### src/rtl/serial_add_ctrl.sv
// serial_add_ctrl: bit-serial adder controller. It drives one shared
// fulladder cell over WIDTH cycles, LSB first, to form
// {cout,sum} = a + b + cin.
//
// Optional feature: define SERIAL_ADD_OVF_EN to add the registered
// signed-overflow output ovf.
//
// Ports:
//   clk    rising-edge clock
//   rst_n  asynchronous active-low reset
//   start  request pulse, accepted in IDLE or DONE
//   a, b   WIDTH-bit operands, captured on acceptance
//   cin    carry-in, captured on acceptance
//   busy   high while the serial add is running
//   done   one-cycle completion pulse
//   sum    registered result, held until the next completion
//   cout   registered carry-out, held until the next completion
//   ovf    registered signed overflow (SERIAL_ADD_OVF_EN only)

// One-bit full adder cell shared by the serial datapath.
module fulladder (
    input  logic a,
    input  logic b,
    input  logic ci,
    output logic s,
    output logic co
);
    assign s  = a ^ b ^ ci;
    assign co = (a & b) | (ci & (a ^ b));
endmodule

module serial_add_ctrl #(
    parameter int unsigned WIDTH = 8
) (
    input  logic             clk,
    input  logic             rst_n,
    input  logic             start,
    input  logic [WIDTH-1:0] a,
    input  logic [WIDTH-1:0] b,
    input  logic             cin,
    output logic             busy,
    output logic             done,
    output logic [WIDTH-1:0] sum,
`ifdef SERIAL_ADD_OVF_EN
    output logic             ovf,
`endif
    output logic             cout
);
    localparam int unsigned CNT_W = (WIDTH > 1) ? $clog2(WIDTH) : 1;
    localparam logic [CNT_W-1:0] CNT_LAST = CNT_W'(WIDTH - 1);

    typedef enum logic [1:0] {
        S_IDLE = 2'd0,
        S_RUN  = 2'd1,
        S_DONE = 2'd2
    } state_t;

    state_t           state_q, state_d;
    logic [WIDTH-1:0] a_sh_q, a_sh_d;
    logic [WIDTH-1:0] b_sh_q, b_sh_d;
    logic [WIDTH-1:0] sum_sh_q, sum_sh_d;
    logic [CNT_W-1:0] cnt_q, cnt_d;
    logic             carry_q, carry_d;
    logic             busy_q, busy_d;
    logic             done_q, done_d;
    logic [WIDTH-1:0] sum_q, sum_d;
    logic             cout_q, cout_d;
`ifdef SERIAL_ADD_OVF_EN
    logic             ovf_q, ovf_d;
`endif

    logic             fa_s;
    logic             fa_co;
    logic [WIDTH-1:0] sum_next;

    // Single shared full-adder cell.
    fulladder u_fa (
        .a  (a_sh_q[0]),
        .b  (b_sh_q[0]),
        .ci (carry_q),
        .s  (fa_s),
        .co (fa_co)
    );

    // Result bits enter at the top so the LSB ends up in bit 0 after WIDTH shifts.
    assign sum_next = {fa_s, sum_sh_q[WIDTH-1:1]};

    // State and datapath registers.
    always_ff @(posedge clk or negedge rst_n) begin
        if (!rst_n) begin
            state_q  <= S_IDLE;
            a_sh_q   <= '0;
            b_sh_q   <= '0;
            sum_sh_q <= '0;
            cnt_q    <= '0;
            carry_q  <= 1'b0;
            busy_q   <= 1'b0;
            done_q   <= 1'b0;
            sum_q    <= '0;
            cout_q   <= 1'b0;
`ifdef SERIAL_ADD_OVF_EN
            ovf_q    <= 1'b0;
`endif
        end else begin
            state_q  <= state_d;
            a_sh_q   <= a_sh_d;
            b_sh_q   <= b_sh_d;
            sum_sh_q <= sum_sh_d;
            cnt_q    <= cnt_d;
            carry_q  <= carry_d;
            busy_q   <= busy_d;
            done_q   <= done_d;
            sum_q    <= sum_d;
            cout_q   <= cout_d;
`ifdef SERIAL_ADD_OVF_EN
            ovf_q    <= ovf_d;
`endif
        end
    end

    // Next state, datapath updates and registered status flags.
    always_comb begin
        state_d  = state_q;
        a_sh_d   = a_sh_q;
        b_sh_d   = b_sh_q;
        sum_sh_d = sum_sh_q;
        cnt_d    = cnt_q;
        carry_d  = carry_q;
        busy_d   = 1'b0;
        done_d   = 1'b0;
        sum_d    = sum_q;
        cout_d   = cout_q;
`ifdef SERIAL_ADD_OVF_EN
        ovf_d    = ovf_q;
`endif

        unique case (state_q)
            S_IDLE, S_DONE: begin
                // DONE accepts start too, giving back-to-back operation.
                if (start) begin
                    a_sh_d  = a;
                    b_sh_d  = b;
                    carry_d = cin;
                    cnt_d   = '0;
                    busy_d  = 1'b1;
                    state_d = S_RUN;
                end else begin
                    state_d = S_IDLE;
                end
            end
            S_RUN: begin
                sum_sh_d = sum_next;
                a_sh_d   = {1'b0, a_sh_q[WIDTH-1:1]};
                b_sh_d   = {1'b0, b_sh_q[WIDTH-1:1]};
                carry_d  = fa_co;
                cnt_d    = cnt_q + CNT_W'(1);
                if (cnt_q == CNT_LAST) begin
                    sum_d   = sum_next;
                    cout_d  = fa_co;
`ifdef SERIAL_ADD_OVF_EN
                    // Carry into the MSB differs from carry out of it.
                    ovf_d   = carry_q ^ fa_co;
`endif
                    done_d  = 1'b1;
                    state_d = S_DONE;
                end else begin
                    busy_d  = 1'b1;
                end
            end
            default: begin
                state_d = S_IDLE;
            end
        endcase
    end

    assign busy = busy_q;
    assign done = done_q;
    assign sum  = sum_q;
    assign cout = cout_q;
`ifdef SERIAL_ADD_OVF_EN
    assign ovf  = ovf_q;
`endif

endmodule
### config.mk
export PLATFORM = sky130hd
export DESIGN_NAME = serial_add_ctrl
export DESIGN_NICKNAME = d
export VERILOG_FILES = /design/src/rtl/serial_add_ctrl.sv
export SDC_FILE = /design/constraint.sdc
export NUM_CORES = 1
export LEC_CHECK = 0
export BUFFER_PORTS_ARGS = -buffer_cell sky130_fd_sc_hd__clkbuf_2
export CAP_MARGIN = 20
export CORE_ASPECT_RATIO = 1.25
export CORE_MARGIN = 2
export CORE_UTILIZATION = 50
export DETAILED_ROUTE_END_ITERATION = 12
export GPL_TIMING_DRIVEN = 1
export PLACE_DENSITY = 0.75
export SYNTH_ARGS = -nofsm -noshare
export SYNTH_HDL_FRONTEND = slang
export SYNTH_HIERARCHICAL = 1
export SYNTH_SLANG_ARGS = --single-unit
### constraint.sdc
create_clock -name clk -period 1.62 [get_ports clk]
set_clock_uncertainty 0.2 [all_clocks]
set_input_delay 0.162 -clock clk [delete_from_list [all_inputs] [get_ports clk]]
set_output_delay 0.162 -clock clk [all_outputs]
set_load 0.005 [all_outputs]
# After elaboration in Yosys (flattened, before gate mapping)
# Index checks and enable logic that the tools add are counted.
totals:
  regBits: 41
  input_bits: 20
  output_inout_bits: 11
classes:
  add_sub_neg: 1
  n_eq_ne: 5
  n_mux: 16
  n_bitwise: 5
  n_reduce_logical: 5
ops:
  columns: ["op", "n"]
  rows:
  - ["case mux 8 bit (2 select lines)", 2]
  - ["2-to-1 mux 8 bit", 2]
  - ["2-to-1 mux 1 bit", 6]
  - ["case mux 3 bit (2 select lines)", 1]
  - ["!= test 2 bit, second input constant", 2]
  - ["case mux 1 bit (2 select lines)", 2]
  - ["case mux 2 bit (2 select lines)", 1]
  - ["AND reduction 2 bit", 2]
  - ["adder 3 x 1 -> 3 bit, second input constant", 1]
  - ["equality test 3 bit, second input constant", 1]
  - ["2-to-1 mux 3 bit", 1]
  - ["bitwise AND 1 bit", 2]
  - ["equality test 2 x 1 -> 1 bit, second input constant", 1]
  - ["equality test 2 bit, second input constant", 1]
  - ["zero test 2 bit", 1]
  - ["2-to-1 mux 2 bit", 1]
  - ["nonzero test 2 bit", 1]
  - ["OR reduction 2 bit", 1]
  - ["XOR 1 bit", 2]
  - ["bitwise OR 1 bit", 1]

# Longest topological paths before layout
logic_depth:
  word_depth: 4
  depth_mapped: 6
  mapped_depth_nobuf: 5

# Hierarchy
# The synthesis kept the hierarchy.
by_module_without_submodules:
  columns: ["module", "instances", "cells_per_inst", "area_per_inst_um2"]
  rows:
  - ["serial_add_ctrl", 1, 162, 1873.0]
  - ["fulladder", 1, 1, 20.0]

# Worst setup path before layout
# OpenSTA, ideal clock, no wires.
synth_path:
  kind: "register -> register"
  from: "register cnt_q[0]"
  to: "register cnt_q[2]"
  setup_ps: 121
  arrival_ps: 1302
  required_ps: 1299
  path_slack_ps: -3
  path_stages_with_launch: 5
  path_buffers: 0
  synth_period_minus_slack_ps: 1623
  path_cell_list: "dfrtp_1 -> ha_1 -> ha_1 -> mux2_1 -> a22o_1"
synth_between:
  elab_chain_len: 2
synth_lines:
  columns: ["element", "line_no", "text"]
  rows:
  - ["from (decl)", "62", "logic [CNT_W-1:0] cnt_q, cnt_d;"]
  - ["from (signal assigned)", "109", "cnt_q <= cnt_d;"]
  - ["adder 3 x 1 -> 3 bit", "156", "cnt_d = cnt_q + CNT_W'(1);"]
  - ["case mux 3 bit (2 select lines)", "137", "unique case (state_q)"]
# Every way passes these cells.
# A chain may end at the register's enable or synchronous reset.

# Worst setup path in the final report
# Same ends and word-level chain as after synthesis.

==> results.json <==
{
  "cts_buffers": 5,
  "drt_iter0_markers": 34,
  "finalCoreUtilization_pct": 66.0,
  "cp_cell_sequence": "ha_2, ha_4, mux2_4, a22o_1",
  "antenna_cells": 0,
  "grt_pass1_vias": 1420,
  "power.share.switching_pct": 33.5,
  "finalWeightedCongestion": 0.759,
  "hp-class": "input pin to register",
  "critPathKind": "register to register",
  "period_share_pct": 99.2,
  "max-cap-violations": 0,
  "finalSetupViolations": 0,
  "slowest_delay_ns": 0.39,
  "rsz0062_at_grt": "true",
  "clockBufferDepth": 2,
  "slew_viol_final": 0,
  "fin_ws_ns": 0.0130,
  "cp_data_arrival_time_ns": 1.59,
  "slew-limit-headroom_pct": 67.2,
  "rows": 25,
  "syn_inst": 163,
  "wirelength_um": 3490,
  "place_inst": 234,
  "crit_path_top_delay_cell": "dfrtp_1",
  "max_freq_ghz": 0.622,
  "antenna_found_initial": 0,
  "min_period_ns": 1.61,
  "vias": 1389,
  "synth_area_per_cell_um2": 11.6,
  "nets": 244,
  "mostFrequentLayoutCell": "dfrtp_1",
  "drcViolationCount": 0,
  "grt_max_degree": 41,
  "p_seq_share_pct": 41.5,
  "clkPwrFrac_pct": 18.7,
  "die_area_um2": 4300,
  "status": "complete, no violations",
  "portBuffers": 30,
  "grt_overflow": 0,
  "placed_cell_area_um2": 2110,
  "ant_nets": 0,
  "avgViaCountPerCell": 5.30,
  "hold_violations": 0,
  "reg2reg_depth": 4,
  "peakVddDrop_mv": 0.840,
  "synth-seq-area-share_pct": 52.9,
  "p_per_area_nw_per_um2": 1780,
  "tns_ns": 0,
  "grt_first_pass_wirelength_um": 6110,
  "fp.dieH_um": 72.8,
  "drive_above_1_share_pct": 31.1,
  "htreeDepth": 2,
  "synth.distinct_cells": 26,
  "cts_tree": "built",
  "final_cell_mix": "dfrtp_1 (40), clkbuf_2 (30), nand2_1 (21)",
  "cp-end-kind": "register",
  "cts-root-buf": "clkbuf_8",
  "whs_ns": 0.0751,
  "core_um2": 3690,
  "startpoint_type": "register",
  "ioPinCount": 31,
  "path_max_fanout": 2,
  "cts_sinks": 40,
  "max_slew.worst_pin.slew_ns": 0.492,
  "dp_hpwl_um": 2460,
  "synth_nets": 186,
  "syn-cell-area_um2": 1890,
  "ys_ff_latch": 40,
  "gr-usage-all-layers_pct": 18.7,
  "die_w_um": 59.0,
  "leakagePower_nw": 1.14,
  "post_drt_wl_per_cell_um": 13.3,
  "ys_warn_count": 6,
  "clock_latency_ns": 0.29,
  "cts.clk_slew.worst_paths_ns": 0.08,
  "syn2layout_area_growth_pct": 28.8,
  "finalPower_mw": 4.33,
  "comb_power_share_pct": 39.8,
  "p_switching_mw": 1.45,
  "hold_depth": 3,
  "instances_no_fill": 262,
  "drt-pass1-iter-count": 4,
  "place_ws_ns": -0.0260,
  "p_int_mw": 2.88,
  "worstPathRequired_ns": 1.60,
  "final_cell_area_um2": 2440,
  "initial_core_util_pct": 51.3
}
power by group through the flow:
stage | Clock, mW | Sequential, mW | Combinational (mW)
2_1_floorplan | 0 | 1.73 | 1.21
3_3_place_gp | 0 | 1.78 | 1.54
3_5_place_dp | 0 | 1.81 | 1.63
4_1_cts | 0.820 | 1.80 | 1.71
5_1_grt | 0.874 | 1.87 | 1.95
6_report | 0.808 | 1.80 | 1.72
worst max-delay path: cells and delay by family (launching register included):
| kind | cells | cell delay, ns |
|---|---|---|
| muxes | 1 | 0.26 |
| DFF | 1 | 0.39 |
| AOI/OAI and AO/OA | 1 | 0.23 |
| adders and majority gates | 2 | 0.41 |
state kept, by name, indices dropped and copies added (netlist names):
name,cells
done,1
a_sh_q,8
sum,8
carry_q,1
sum_sh_q,7
busy,1
b_sh_q,8
cout,1
cnt_q,3
state_q,2
cell usage after synthesis:
library cell  number  area (um^2)
fa_1               1         20.0
inv_6              1         8.76
nand2b_1           2         12.5
buf_2              2         10.0
dfrtp_1           40         1000
mux2_4             9          135
a211oi_1          12         90.1
nor2_1             1         3.75
and2_1             1         6.26
buf_4              4         30.0
o21ai_1            5         25.0
inv_1              3         11.3
ha_1               2         25.0
clkbuf_1           3         11.3
nand3_1            3         15.0
nor2b_4            1         13.8
a22o_1             2         17.5
mux2_1             2         22.5
inv_2              1         3.75
nor2b_1           12         75.1
a21oi_1           15         75.1
nand2_1           21         78.8
mux2i_1           14          140
o22ai_1            3         18.8
buf_6              2         22.5
nand2_8            1         20.0
area by class of cell:
type | instances | area [um^2]
tap | 40 | 50.0
fill | 289 | 1250
timing repair buffer | 62 | 435
clock buffer | 5 | 68.8
inverter | 5 | 23.8
sequential | 40 | 1000
multi-input combinational | 107 | 816
clock inverter | 3 | 42.5
metal layers:
layer,share of wire [%],track usage [%]
met2,52,32.1
met1,44,22.8
met4,1.3,5.81
met5,0,0
met3,3.7,4.61
kinds of logic (layout without fill, tap and decap cells):
group / count (synthesis) / after routing / share of synthesized area (%)
AND/OR/NAND/NOR: 42 / 42 / 11.9
flip-flops: 40 / 40 / 52.9
AO/OA/AOI/OAI: 37 / 37 / 12.0
multiplexers: 25 / 25 / 15.7
buffers and inverters: 16 / 75 / 5.16
adder cells (fa/ha/maj): 3 / 3 / 2.38
repair_timing:
action                     4_1_cts  5_1_grt
hold buffers                    18        0
gates resized for setup          2        2
setup endpoints to repair        7        8
buffers inserted                 1        1
hold endpoints to repair        57        0
pin swaps                        2        2
path summary, 6_finish.rpt:
path                                  start     endpoint  slack, ns
worst max-delay path               cnt_q[0]     cnt_q[2]       0.01
worst min register to register  sum_sh_q[1]  sum_sh_q[1]       0.29
worst max register to register     cnt_q[0]     cnt_q[2]       0.01
min in group asynchronous             rst_n    b_sh_q[3]       0.27
max in group asynchronous             rst_n   state_q[0]       0.62
worst min-delay path                  start    a_sh_q[4]       0.08
(Power assumes the default switching activity.)
